`config.mk`:
```
export PLATFORM = sky130hd
export DESIGN_NAME = mips_multicycle_control
export DESIGN_NICKNAME = d
export VERILOG_FILES = /design/src/rtl/mips_multicycle_control.sv
export SDC_FILE = /design/constraint.sdc
export NUM_CORES = 1
export LEC_CHECK = 0
export CORE_MARGIN = 5
export CORE_UTILIZATION = 49
export CTS_CLUSTER_DIAMETER = 120
export CTS_CLUSTER_SIZE = 30
export DETAILED_ROUTE_END_ITERATION = 8
export HOLD_SLACK_MARGIN = 0.08
export PLACE_DENSITY = 0.81
export SYNTH_ARGS = -nofsm -noshare
export SYNTH_HDL_FRONTEND = slang
export SYNTH_SLANG_ARGS = --single-unit
```
`constraint.sdc`:
```
create_clock -name clk -period 3.3 [get_ports clk]
set_input_delay 0.495 -clock clk [delete_from_list [all_inputs] [get_ports clk]]
set_output_delay 0.495 -clock clk [all_outputs]
set_load 0.03 [all_outputs]
```
`src/rtl/mips_multicycle_control.sv`:
```
// Main control FSM for the multicycle MIPS datapath: sequences fetch, decode,
// execute, memory and writeback, and drives every datapath select and enable.
module mips_multicycle_control #(
   parameter bit USE_MEM_READY = 1'b1
) (
   input  logic       clk,
   input  logic       rst_n,
   input  logic [5:0] opcode,
   input  logic       zero,
   input  logic       mem_ready,
   output logic [1:0] alu_op,
   output logic       alu_src_a,
   output logic [1:0] alu_src_b,
   output logic [1:0] pc_src,
   output logic       i_or_d,
   output logic       ir_write,
   output logic       mem_write,
   output logic       reg_write,
   output logic       reg_dst,
   output logic       mem_to_reg,
   output logic       pc_en,
   output logic       illegal_op,
   output logic [3:0] state
);

   typedef enum logic [3:0] {
      S_FETCH   = 4'd0,
      S_DECODE  = 4'd1,
      S_MEMADR  = 4'd2,
      S_MEMRD   = 4'd3,
      S_MEMWB   = 4'd4,
      S_MEMWR   = 4'd5,
      S_EXECUTE = 4'd6,
      S_ALUWB   = 4'd7,
      S_BEQ     = 4'd8,
      S_ADDIEX  = 4'd9,
      S_ADDIWB  = 4'd10,
      S_JUMP    = 4'd11
   } state_t;

   localparam logic [5:0] OP_RTYPE = 6'b000000;
   localparam logic [5:0] OP_LW    = 6'b100011;
   localparam logic [5:0] OP_SW    = 6'b101011;
   localparam logic [5:0] OP_BEQ   = 6'b000100;
   localparam logic [5:0] OP_ADDI  = 6'b001000;
   localparam logic [5:0] OP_J     = 6'b000010;

   // Pure state-decoded control bits; mem_ready/zero gating is applied afterwards.
   typedef struct packed {
      logic [1:0] alu_op;
      logic       alu_src_a;
      logic [1:0] alu_src_b;
      logic [1:0] pc_src;
      logic       i_or_d;
      logic       fetch;
      logic       jump;
      logic       branch;
      logic       mem_write;
      logic       reg_write;
      logic       reg_dst;
      logic       mem_to_reg;
   } ctrl_t;

   function automatic ctrl_t decode_ctrl(input state_t s);
      ctrl_t c;
      c = '0;
      case (s)
         S_FETCH: begin
            c.alu_src_b = 2'b01;
            c.fetch     = 1'b1;
         end
         S_DECODE: begin
            c.alu_src_b = 2'b11;
         end
         S_MEMADR: begin
            c.alu_src_a = 1'b1;
            c.alu_src_b = 2'b10;
         end
         S_MEMRD: begin
            c.i_or_d = 1'b1;
         end
         S_MEMWB: begin
            c.mem_to_reg = 1'b1;
            c.reg_write  = 1'b1;
         end
         S_MEMWR: begin
            c.i_or_d    = 1'b1;
            c.mem_write = 1'b1;
         end
         S_EXECUTE: begin
            c.alu_src_a = 1'b1;
            c.alu_op    = 2'b10;
         end
         S_ALUWB: begin
            c.reg_dst   = 1'b1;
            c.reg_write = 1'b1;
         end
         S_BEQ: begin
            c.alu_src_a = 1'b1;
            c.alu_op    = 2'b01;
            c.pc_src    = 2'b01;
            c.branch    = 1'b1;
         end
         S_ADDIEX: begin
            c.alu_src_a = 1'b1;
            c.alu_src_b = 2'b10;
         end
         S_ADDIWB: begin
            c.reg_write = 1'b1;
         end
         S_JUMP: begin
            c.pc_src = 2'b10;
            c.jump   = 1'b1;
         end
         default: begin
            c.alu_src_b = 2'b01;
            c.fetch     = 1'b1;
         end
      endcase
      return c;
   endfunction

   function automatic logic is_legal(input logic [5:0] op);
      logic ok;
      case (op)
         OP_RTYPE, OP_LW, OP_SW, OP_BEQ, OP_ADDI, OP_J: ok = 1'b1;
         default:                                       ok = 1'b0;
      endcase
      return ok;
   endfunction

   state_t state_r;
   state_t state_next_s;
   ctrl_t  ctrl_r;
   logic   mem_ready_s;

   assign mem_ready_s = USE_MEM_READY ? mem_ready : 1'b1;

   // Next-state selection from the current state, IR opcode and memory handshake.
   always_comb begin
      state_next_s = S_FETCH;
      case (state_r)
         S_FETCH: begin
            if (mem_ready_s) begin
               state_next_s = S_DECODE;
            end else begin
               state_next_s = S_FETCH;
            end
         end
         S_DECODE: begin
            case (opcode)
               OP_LW, OP_SW: state_next_s = S_MEMADR;
               OP_RTYPE:     state_next_s = S_EXECUTE;
               OP_BEQ:       state_next_s = S_BEQ;
               OP_ADDI:      state_next_s = S_ADDIEX;
               OP_J:         state_next_s = S_JUMP;
               default:      state_next_s = S_FETCH;
            endcase
         end
         S_MEMADR: begin
            if (opcode == OP_LW) begin
               state_next_s = S_MEMRD;
            end else begin
               state_next_s = S_MEMWR;
            end
         end
         S_MEMRD: begin
            if (mem_ready_s) begin
               state_next_s = S_MEMWB;
            end else begin
               state_next_s = S_MEMRD;
            end
         end
         S_MEMWR: begin
            if (mem_ready_s) begin
               state_next_s = S_FETCH;
            end else begin
               state_next_s = S_MEMWR;
            end
         end
         S_EXECUTE: state_next_s = S_ALUWB;
         S_ADDIEX:  state_next_s = S_ADDIWB;
         default:   state_next_s = S_FETCH;
      endcase
   end

   // State register plus control bits pre-decoded for the state being entered,
   // so the registered controls always line up with state_r.
   always_ff @(posedge clk or negedge rst_n) begin
      if (!rst_n) begin
         state_r <= S_FETCH;
         ctrl_r  <= decode_ctrl(S_FETCH);
      end else begin
         state_r <= state_next_s;
         ctrl_r  <= decode_ctrl(state_next_s);
      end
   end

   assign state      = state_r;
   assign alu_op     = ctrl_r.alu_op;
   assign alu_src_a  = ctrl_r.alu_src_a;
   assign alu_src_b  = ctrl_r.alu_src_b;
   assign pc_src     = ctrl_r.pc_src;
   assign i_or_d     = ctrl_r.i_or_d;
   assign reg_dst    = ctrl_r.reg_dst;
   assign mem_to_reg = ctrl_r.mem_to_reg;

   // Enables are forced low during reset regardless of registered contents.
   assign ir_write   = rst_n & ctrl_r.fetch & mem_ready_s;
   assign pc_en      = rst_n & ((ctrl_r.fetch & mem_ready_s) | ctrl_r.jump |
                                (ctrl_r.branch & zero));
   assign mem_write  = rst_n & ctrl_r.mem_write;
   assign reg_write  = rst_n & ctrl_r.reg_write;
   assign illegal_op = rst_n & (state_r == S_DECODE) & ~is_legal(opcode);

endmodule

```
After elaboration in Yosys (flattened, before gate mapping)
Index checks and enable logic that the tools add are counted.
- register bits: 19
- output and inout bits: 19
- eq/ne operators: 22
- reductions and logical operators: 10
- bitwise gates (word level): 12
- multiplexer cells: 19
- operators with widths (cell ; number):
    $pmux 4 s7 ; 1
    $eq 4x3->1 const B ; 6
    $eq 4x4->1 const B ; 5
    $pmux 4 s5 ; 1
    $eq 4x2->1 const B ; 4
    $eq 6x6->1 const B ; 2
    $mux 1 ; 11
    $reduce_or 11->1 ; 1
    $and 1x1->1 ; 9
    $mux 3 ; 3
    $eq 4x1->1 const B ; 2
    $pmux 2 s2 ; 2
    $reduce_or 8->1 ; 1
    $eq 6x2->1 const B ; 1
    $eq 6x3->1 const B ; 1
    $eq 6x4->1 const B ; 1
    $logic_not 6->1 ; 1
    $pmux 2 s3 ; 1
    $reduce_or 2->1 ; 3
    $reduce_or 6->1 ; 1
    $logic_not 4->1 ; 1
    $reduce_or 4->1 ; 1
    $reduce_or 3->1 ; 1
    $or 1x1->1 ; 2
    $not 1->1 ; 1

Depth between registers and ports, before layout
Gate-level depths: netlist of run 1.
- depth in word-level cells: 7
- depth in mapped cells: 7

Worst setup path before layout of run 1
No wires, ideal clock.
- path type: register to output
- start: reg state_r[0], in the netlist state[0]
- end: out illegal_op
- data arrival time: 1.427 ns
- stages on the path, launching flop included: 6
- data required time: 2.805 ns
- slack: 1.378 ns
- buffers on the path: 1
- cells stage by stage: dfrtp_1 buf_2 nor2b_1 nand3_1 nor2_1 o31a_1
- longest elaborated chain between the ends: 3
- ends and longest elaborated chain (item ; line ; RTL):
    start, declared ; 132 ; state_t state_r;
    start signal, assigned ; 194 ; state_r <= state_next_s;
    $eq 4x1->1 ; 214 ; assign illegal_op = rst_n & (state_r == S_DECODE) & ~is_legal(opcode);
    $and 1x1->1 (2 in series) ; 214 ;
    end, declared ; 22 ; output logic illegal_op,
Every way passes these cells.

Worst setup path after layout of run 1
- start: in opcode[3]
- end: out illegal_op
- longest elaborated chain between the ends: 5
- ends and longest elaborated chain (item ; line ; RTL):
    start, declared ; 8 ; input logic [5:0] opcode,
    $eq 6x6->1, or another cell as far along ; 125 ; case (op)
    $reduce_or 6->1 (*) ; 125 ;
    $mux 1 (*) ; 125 ;
    $not 1->1 (*) ; 214 ;
    $and 1x1->1 (*) ; 214 ;
Every way passes the cells marked *; elsewhere a longest branch is shown, timed or not.

==> results of run 1 <==
[cell usage in the layout, fill, tap and decap left out, types with 2 or more instances in the layout]
cell type                          n
sky130_fd_sc_hd__inv_1             4
sky130_fd_sc_hd__dfstp_2           2
sky130_fd_sc_hd__nand4_1           3
sky130_fd_sc_hd__nand2b_1          3
sky130_fd_sc_hd__nor3_1            3
sky130_fd_sc_hd__buf_4             2
sky130_fd_sc_hd__nor2_1            9
sky130_fd_sc_hd__clkbuf_4          3
sky130_fd_sc_hd__nand3b_1          2
sky130_fd_sc_hd__nand3_1           3
sky130_fd_sc_hd__a21o_1            2
sky130_fd_sc_hd__clkdlybuf4s50_1  28
sky130_fd_sc_hd__and3_1            3
sky130_fd_sc_hd__a21oi_1           4
sky130_fd_sc_hd__nand2_1           7
sky130_fd_sc_hd__nor2b_1           3
sky130_fd_sc_hd__o21ai_0           2
sky130_fd_sc_hd__and2_1            2
sky130_fd_sc_hd__xor2_1            2
sky130_fd_sc_hd__dfrtp_1          14
[critical path, stage by stage]
cell and delay, ns:
sky130_fd_sc_hd__clkdlybuf4s50_1 0.52, sky130_fd_sc_hd__xor2_1 0.22, sky130_fd_sc_hd__o211a_1 0.23, sky130_fd_sc_hd__nor2_1 0.10, sky130_fd_sc_hd__o31a_1 0.13, sky130_fd_sc_hd__clkdlybuf4s50_1 0.66
[kinds of logic after synthesis]
group / Yosys count / share of synthesized area [%]
simple gates: 47 / 30.0
xor+xnor: 2 / 1.86
flops: 16 / 42.8
compound gates: 18 / 15.9
buf+inv: 14 / 9.43
[worst paths after layout]
path | from | end | slack [ns]
worst max register to register | state[1]$_DFF_PN0_ | alu_src_b[1]$_DFF_PN0_ | 1.46
worst max-delay path | opcode[3] | illegal_op | 0.44
worst min-delay path | rst_n | ctrl_r[4]$_DFF_PN0_ | 0.51
max in group asynchronous | rst_n | ctrl_r[6]$_DFF_PN1_ | 2.21
worst min register to register | state[3]$_DFF_PN0_ | state[0]$_DFF_PN0_ | 0.69
min in group clk | state[3]$_DFF_PN0_ | state[0]$_DFF_PN0_ | 0.69
[per-layer routing]
layer | vias to the layer above | wire, um | part of all wire, %
met5 | - | 0 | 0
met4 | 0 | 27 | 1.2
met3 | 4 | 116 | 5.2
met2 | 33 | 1130 | 50
met1 | 414 | 975 | 43
li1 | 390 | - | -
[layout make-up]
class	instances	area, sq um
multi-input combinational	67	450
sequential	16	403
timing repair buffer	30	295
clock buffer	4	36.3
fill	130	552
tap	25	31.3
inverter	4	15.0
[stage by stage]
stage	utilization [%]	setup WS, ns	instance area, sq um	power, mW
final	69.1	0.439	1230	0.490
after global routing	69.1	0.364	1230	0.516
after CTS	69.1	0.443	1230	0.492
after detailed placement	67.0	0.444	1190	0.368
after global placement	67.0	0.510	1190	0.364
after floorplan	-	1.38	942	0.317
[power by group through the flow]
| stage | combinational, mW | clock [mW] | sequential [mW] |
|---|---|---|---|
| global route | 0.148 | 0.139 | 0.228 |
| CTS | 0.139 | 0.127 | 0.226 |
| floorplan | 0.0854 | 0 | 0.231 |
| detailed placement | 0.139 | 0 | 0.229 |
| finish | 0.139 | 0.125 | 0.226 |
| global placement | 0.135 | 0 | 0.228 |
==> results.toml, run 1 <==
[grt]
grt_first_pass_wirelength_um = 3590
grt_antenna_before_repair = 0
grt.met1_usage_pct = 20.6
grt_pass1_vias = 820
met2_usage_pct = 28.8
global_route.usage.met3_pct = 5.82
gr-total-overflow = 0
top_usage_layer = "met2"
grt_usage_pct = 17.2
largest_net_degree_at_the_start_of_global_routing = 14

[power]
leakagePower_nw = 0.563
ir_drop_worst_case_vdd_mv = 0.417
power.clock.fraction_pct = 25.4
p_seq_share_pct = 46.1
p_switching_mw = 0.152
comb_power_share_pct = 28.5
power.density_nw_per_um2 = 398
p_sw_share_pct = 31.0
p_int_mw = 0.338

[clocking]
cts_made_buffers = 3
clock_tree_from_tritoncts = "built"
clk_transition_reported_paths_ns = 0.09
clock_latency_ns = 0.28
cts.sinks = 16
cts_hold_repair.buffers = 0
ctsHtreeMaxLevel = 1
clock_tree.buffer_depth = 2
cts_resized = 0
root_buffer = "sky130_fd_sc_hd__clkbuf_4"
postCtsSetupBuffers = 0

[worst_setup_path]
ff2ff_path_depth = 4
timing.critical_path.to_type = "output port"
critPathRequiredTime_ns = 2.80
worstPathMaxFanout = 6
crit_type = "in2out"
crit_path_start_kind = "primary input"
timing.critical_path.arrival_ns = 2.37

[synth]
syn-num-nets = 107
yosys.area.top_type_share_pct = 37.2
synth-async-reset-ratio_pct = 100
number_of_standard_cells_after_synthesis = 97
synth_most_common_cell = "sky130_fd_sc_hd__dfrtp_1"
synth.cell_area_sq_um = 942
synthDistinctLibCells = 39
ys_ff_latch = 16
synthesis.yosys.warnings = 0
synth_top_cells_by_count = "sky130_fd_sc_hd__dfrtp_1, sky130_fd_sc_hd__nor2_1, sky130_fd_sc_hd__buf_4, sky130_fd_sc_hd__nand2_1"
synth_edf_count = 0
post_synth_main_area_contributors = "sky130_fd_sc_hd__dfrtp_1, sky130_fd_sc_hd__buf_4, sky130_fd_sc_hd__dfstp_2"
synth_flop_cell = "sky130_fd_sc_hd__dfrtp_1"
synth_top_cell_by_area = "sky130_fd_sc_hd__dfrtp_1"
synth_sequential_area_ratio_pct = 42.8
syn_avg_cell_area_sq_um = 9.71

[worst_hold_path]
min_path_type = "in2async"

[floorplan]
placeableCoreArea_sq_um = 1780
floorplan.die_area_sq_um = 2900
die_y_um = 53.9
fp-row-count = 15
start_util_pct = 52.8
boundaryPins = 29
die_width_um = 53.9

[placement]
io_buffer_count = 28
finalWeightedCongestion = 0.825
number_of_instances_in_the_placed_design = 142
dp_hpwl_um = 1760

[job]
max_cap_viol_count = 0

[sta]
maxClockFrequency_mhz = 350
final.period_utilization_pct = 86.7
fin_skew_ns = 0.00270
slew_viol_final = 0
timing.max_slew.rel_slack_pct = 72.2
setup_viol = 0
slew_at_the_pin_closest_to_its_max_slew_limit_ns = 0.416
finalHoldViolCount = 0
unrepaired_setup_endpoints_after_global_routing = "false"
finalHoldWorstSlack_ns = 0.508
fin_crit_ns = 2.86
fin_setup_tns_ns = 0

[cells_and_area]
fin_nets = 132
regMostFlops = "ctrl_r"
post_layout_nonfiller_instances = 146
antennaDiodeCount = 0
syn_to_final_growth_pct = 30.7
final_layout_size_suffix_gt1_share_pct = 13.2
largest_register_ff_count = 5

[routing]
detail_route.wirelength_um = 2250
routed_wire_length_per_instance_um = 15.4
routed-via-count = 841
drtIter0Drc = 24
route.detailed.vias_per_inst = 5.76
drt_drc_violations_left = 0
firstDrtPassIters = 4
ant_nets = 0

[status]
run_status = "finished clean"
Power figures use the tool's default switching activity.
==> inputs of run 2 (changes only) <==
--- a/config.mk
+++ b/config.mk
@@ -6,12 +6,12 @@
 export NUM_CORES = 1
 export LEC_CHECK = 0
 export CORE_MARGIN = 5
-export CORE_UTILIZATION = 49
+export CORE_UTILIZATION = 45
 export CTS_CLUSTER_DIAMETER = 120
 export CTS_CLUSTER_SIZE = 30
 export DETAILED_ROUTE_END_ITERATION = 8
 export HOLD_SLACK_MARGIN = 0.08
-export PLACE_DENSITY = 0.81
+export PLACE_DENSITY_LB_ADDON = 0.3
 export SYNTH_ARGS = -nofsm -noshare
 export SYNTH_HDL_FRONTEND = slang
 export SYNTH_SLANG_ARGS = --single-unit
==> run 2 against run 1 <==
Effect of this change: wire length down 2.2%; critical path type unchanged; worst setup slack worse by 0.046 ns; hold slack worse by 0.063 ns; clock power up 4%; power up 0.72%.
==> results.toml, run 2 (synthesized netlist as in run 1, its figures left out) <==
[clocking]
root_buffer = "sky130_fd_sc_hd__clkbuf_4"
ctsHtreeMaxLevel = 1
clock_tree_from_tritoncts = "built"
cts_hold_repair.buffers = 0
cts_resized = 0
clk_transition_reported_paths_ns = 0.09
clock_tree.buffer_depth = 2
cts_made_buffers = 3
clock_latency_ns = 0.30
cts.sinks = 16
postCtsSetupBuffers = 0

[cells_and_area]
layout.cells.most_common_list = "sky130_fd_sc_hd__clkdlybuf4s50_1, sky130_fd_sc_hd__dfrtp_1, sky130_fd_sc_hd__nor2_1"
seq_area_sq_um = 403
post_layout_nonfiller_instances = 148
fin_nets = 132
regMostFlops = "ctrl_r"
mostFrequentLayoutCell = "sky130_fd_sc_hd__clkdlybuf4s50_1"
filler_cell_count = 157
largest_register_ff_count = 5
area_occupied_by_multi_input_gates_sq_um = 450
antennaDiodeCount = 0
final_layout_size_suffix_gt1_share_pct = 13.2
syn_to_final_growth_pct = 30.9
final_design_area_no_fill_sq_um = 1230

[worst_setup_path]
timing.rr.start = "state[1]$_DFF_PN0_"
crit_type = "in2out"
critPathRequiredTime_ns = 2.80
timing.critical_path.to_type = "output port"
timing.critical_path.arrival_ns = 2.41
worstPathMaxFanout = 6
crit_path_start_kind = "primary input"
timing.critical_path.from = "opcode[3]"

[floorplan]
floorplan.die_area_sq_um = 3110
boundaryPins = 29
fp-row-count = 16
start_util_pct = 47.5
placeableCoreArea_sq_um = 1980
die_y_um = 55.8
die_width_um = 55.8

[sta]
fin_setup_tns_ns = 0
unrepaired_setup_endpoints_after_global_routing = "false"
slew_viol_final = 0
finalHoldViolCount = 0
finalHoldWorstSlack_ns = 0.445
fin_skew_ns = 0.00278
pnr_worst_setup_slack_ns = 0.393
maxClockFrequency_mhz = 344
slew_at_the_pin_closest_to_its_max_slew_limit_ns = 0.451
fin_crit_ns = 2.91
setup_viol = 0
timing.max_slew.rel_slack_pct = 69.7
final.period_utilization_pct = 88.1

[worst_hold_path]
min_path_type = "in2async"

[job]
max_cap_viol_count = 0

[grt]
largest_net_degree_at_the_start_of_global_routing = 14
grt_first_pass_wirelength_um = 3630
grt_pass1_vias = 773
gr-total-overflow = 0
grt_antenna_before_repair = 0
grt_usage_pct = 15.0

[power]
leakagePower_nw = 0.563
ir_drop_worst_case_vdd_mv = 0.264
power.density_nw_per_um2 = 400

[placement]
preCtsSetupSlack_ns = 0.414
finalWeightedCongestion = 0.810
io_buffer_count = 28
number_of_instances_in_the_placed_design = 144
dp_hpwl_um = 1630
detailed_place.area_sq_um = 1200

[routing]
routed-via-count = 837
drt_drc_violations_left = 0
route.detailed.vias_per_inst = 5.66
routed_wire_length_per_instance_um = 14.9
detail_route.wirelength_um = 2200
ant_nets = 0
firstDrtPassIters = 4
drtIter0Drc = 41

[status]
run_status = "finished clean"
==> run 2: cell counts in the layout (fill, tap and decap cells not counted) <==
No cell type changed its count.
==> run 2: cell type report <==
type	instances	area share (%)
multi-input combinational	67	36.5
sequential	16	32.7
timing repair buffer	30	23.9
clock buffer	4	2.94
tap	27	2.74
inverter	4	1.22
==> run 2: worst max-delay path: stages <==
cell	delay, ns
sky130_fd_sc_hd__clkdlybuf4s50_1	0.55
sky130_fd_sc_hd__xor2_1	0.23
sky130_fd_sc_hd__o211a_1	0.24
sky130_fd_sc_hd__nor2_1	0.11
sky130_fd_sc_hd__o31a_1	0.13
sky130_fd_sc_hd__clkdlybuf4s50_1	0.66
==> run 2: report_power, final <==
group | internal, mW | switching (mW)
registers | 0.212 | 0.0135
logic | 0.0590 | 0.0795
clock network | 0.0674 | 0.0622
total | 0.338 | 0.155
==> run 2: layer usage <==
| layer | up-vias | part of all wire, % | track usage, % |
|---|---|---|---|
| li1 | 393 | - | - |
| met1 | 396 | 41 | 17.7 |
| met2 | 42 | 49 | 23.8 |
| met3 | 6 | 8.1 | 5.57 |
| met4 | 0 | 1.7 | 7.29 |
| met5 | - | 0 | 0 |
==> run 2: final timing paths <==
kind	to	slack, ns	cells past startpoint
setup / recovery	illegal_op	0.39	6
setup reg to reg	alu_src_b[1]$_DFF_PN0_	1.43	4
min in group clk	state[0]$_DFF_PN0_	0.66	1
hold reg to reg	state[0]$_DFF_PN0_	0.66	1
hold / removal	mem_to_reg$_DFF_PN0_	0.45	1
max in group asynchronous	ctrl_r[6]$_DFF_PN1_	2.31	2
==> run 2: stage by stage <==
| step | power [mW] | util (%) |
|---|---|---|
| 2_1_floorplan | 0.317 | - |
| 3_3_place_gp | 0.364 | 60.4 |
| 3_5_place_dp | 0.367 | 60.4 |
| 4_1_cts | 0.498 | 62.2 |
| 5_1_grt | 0.519 | 62.2 |
| 6_report | 0.493 | 62.2 |
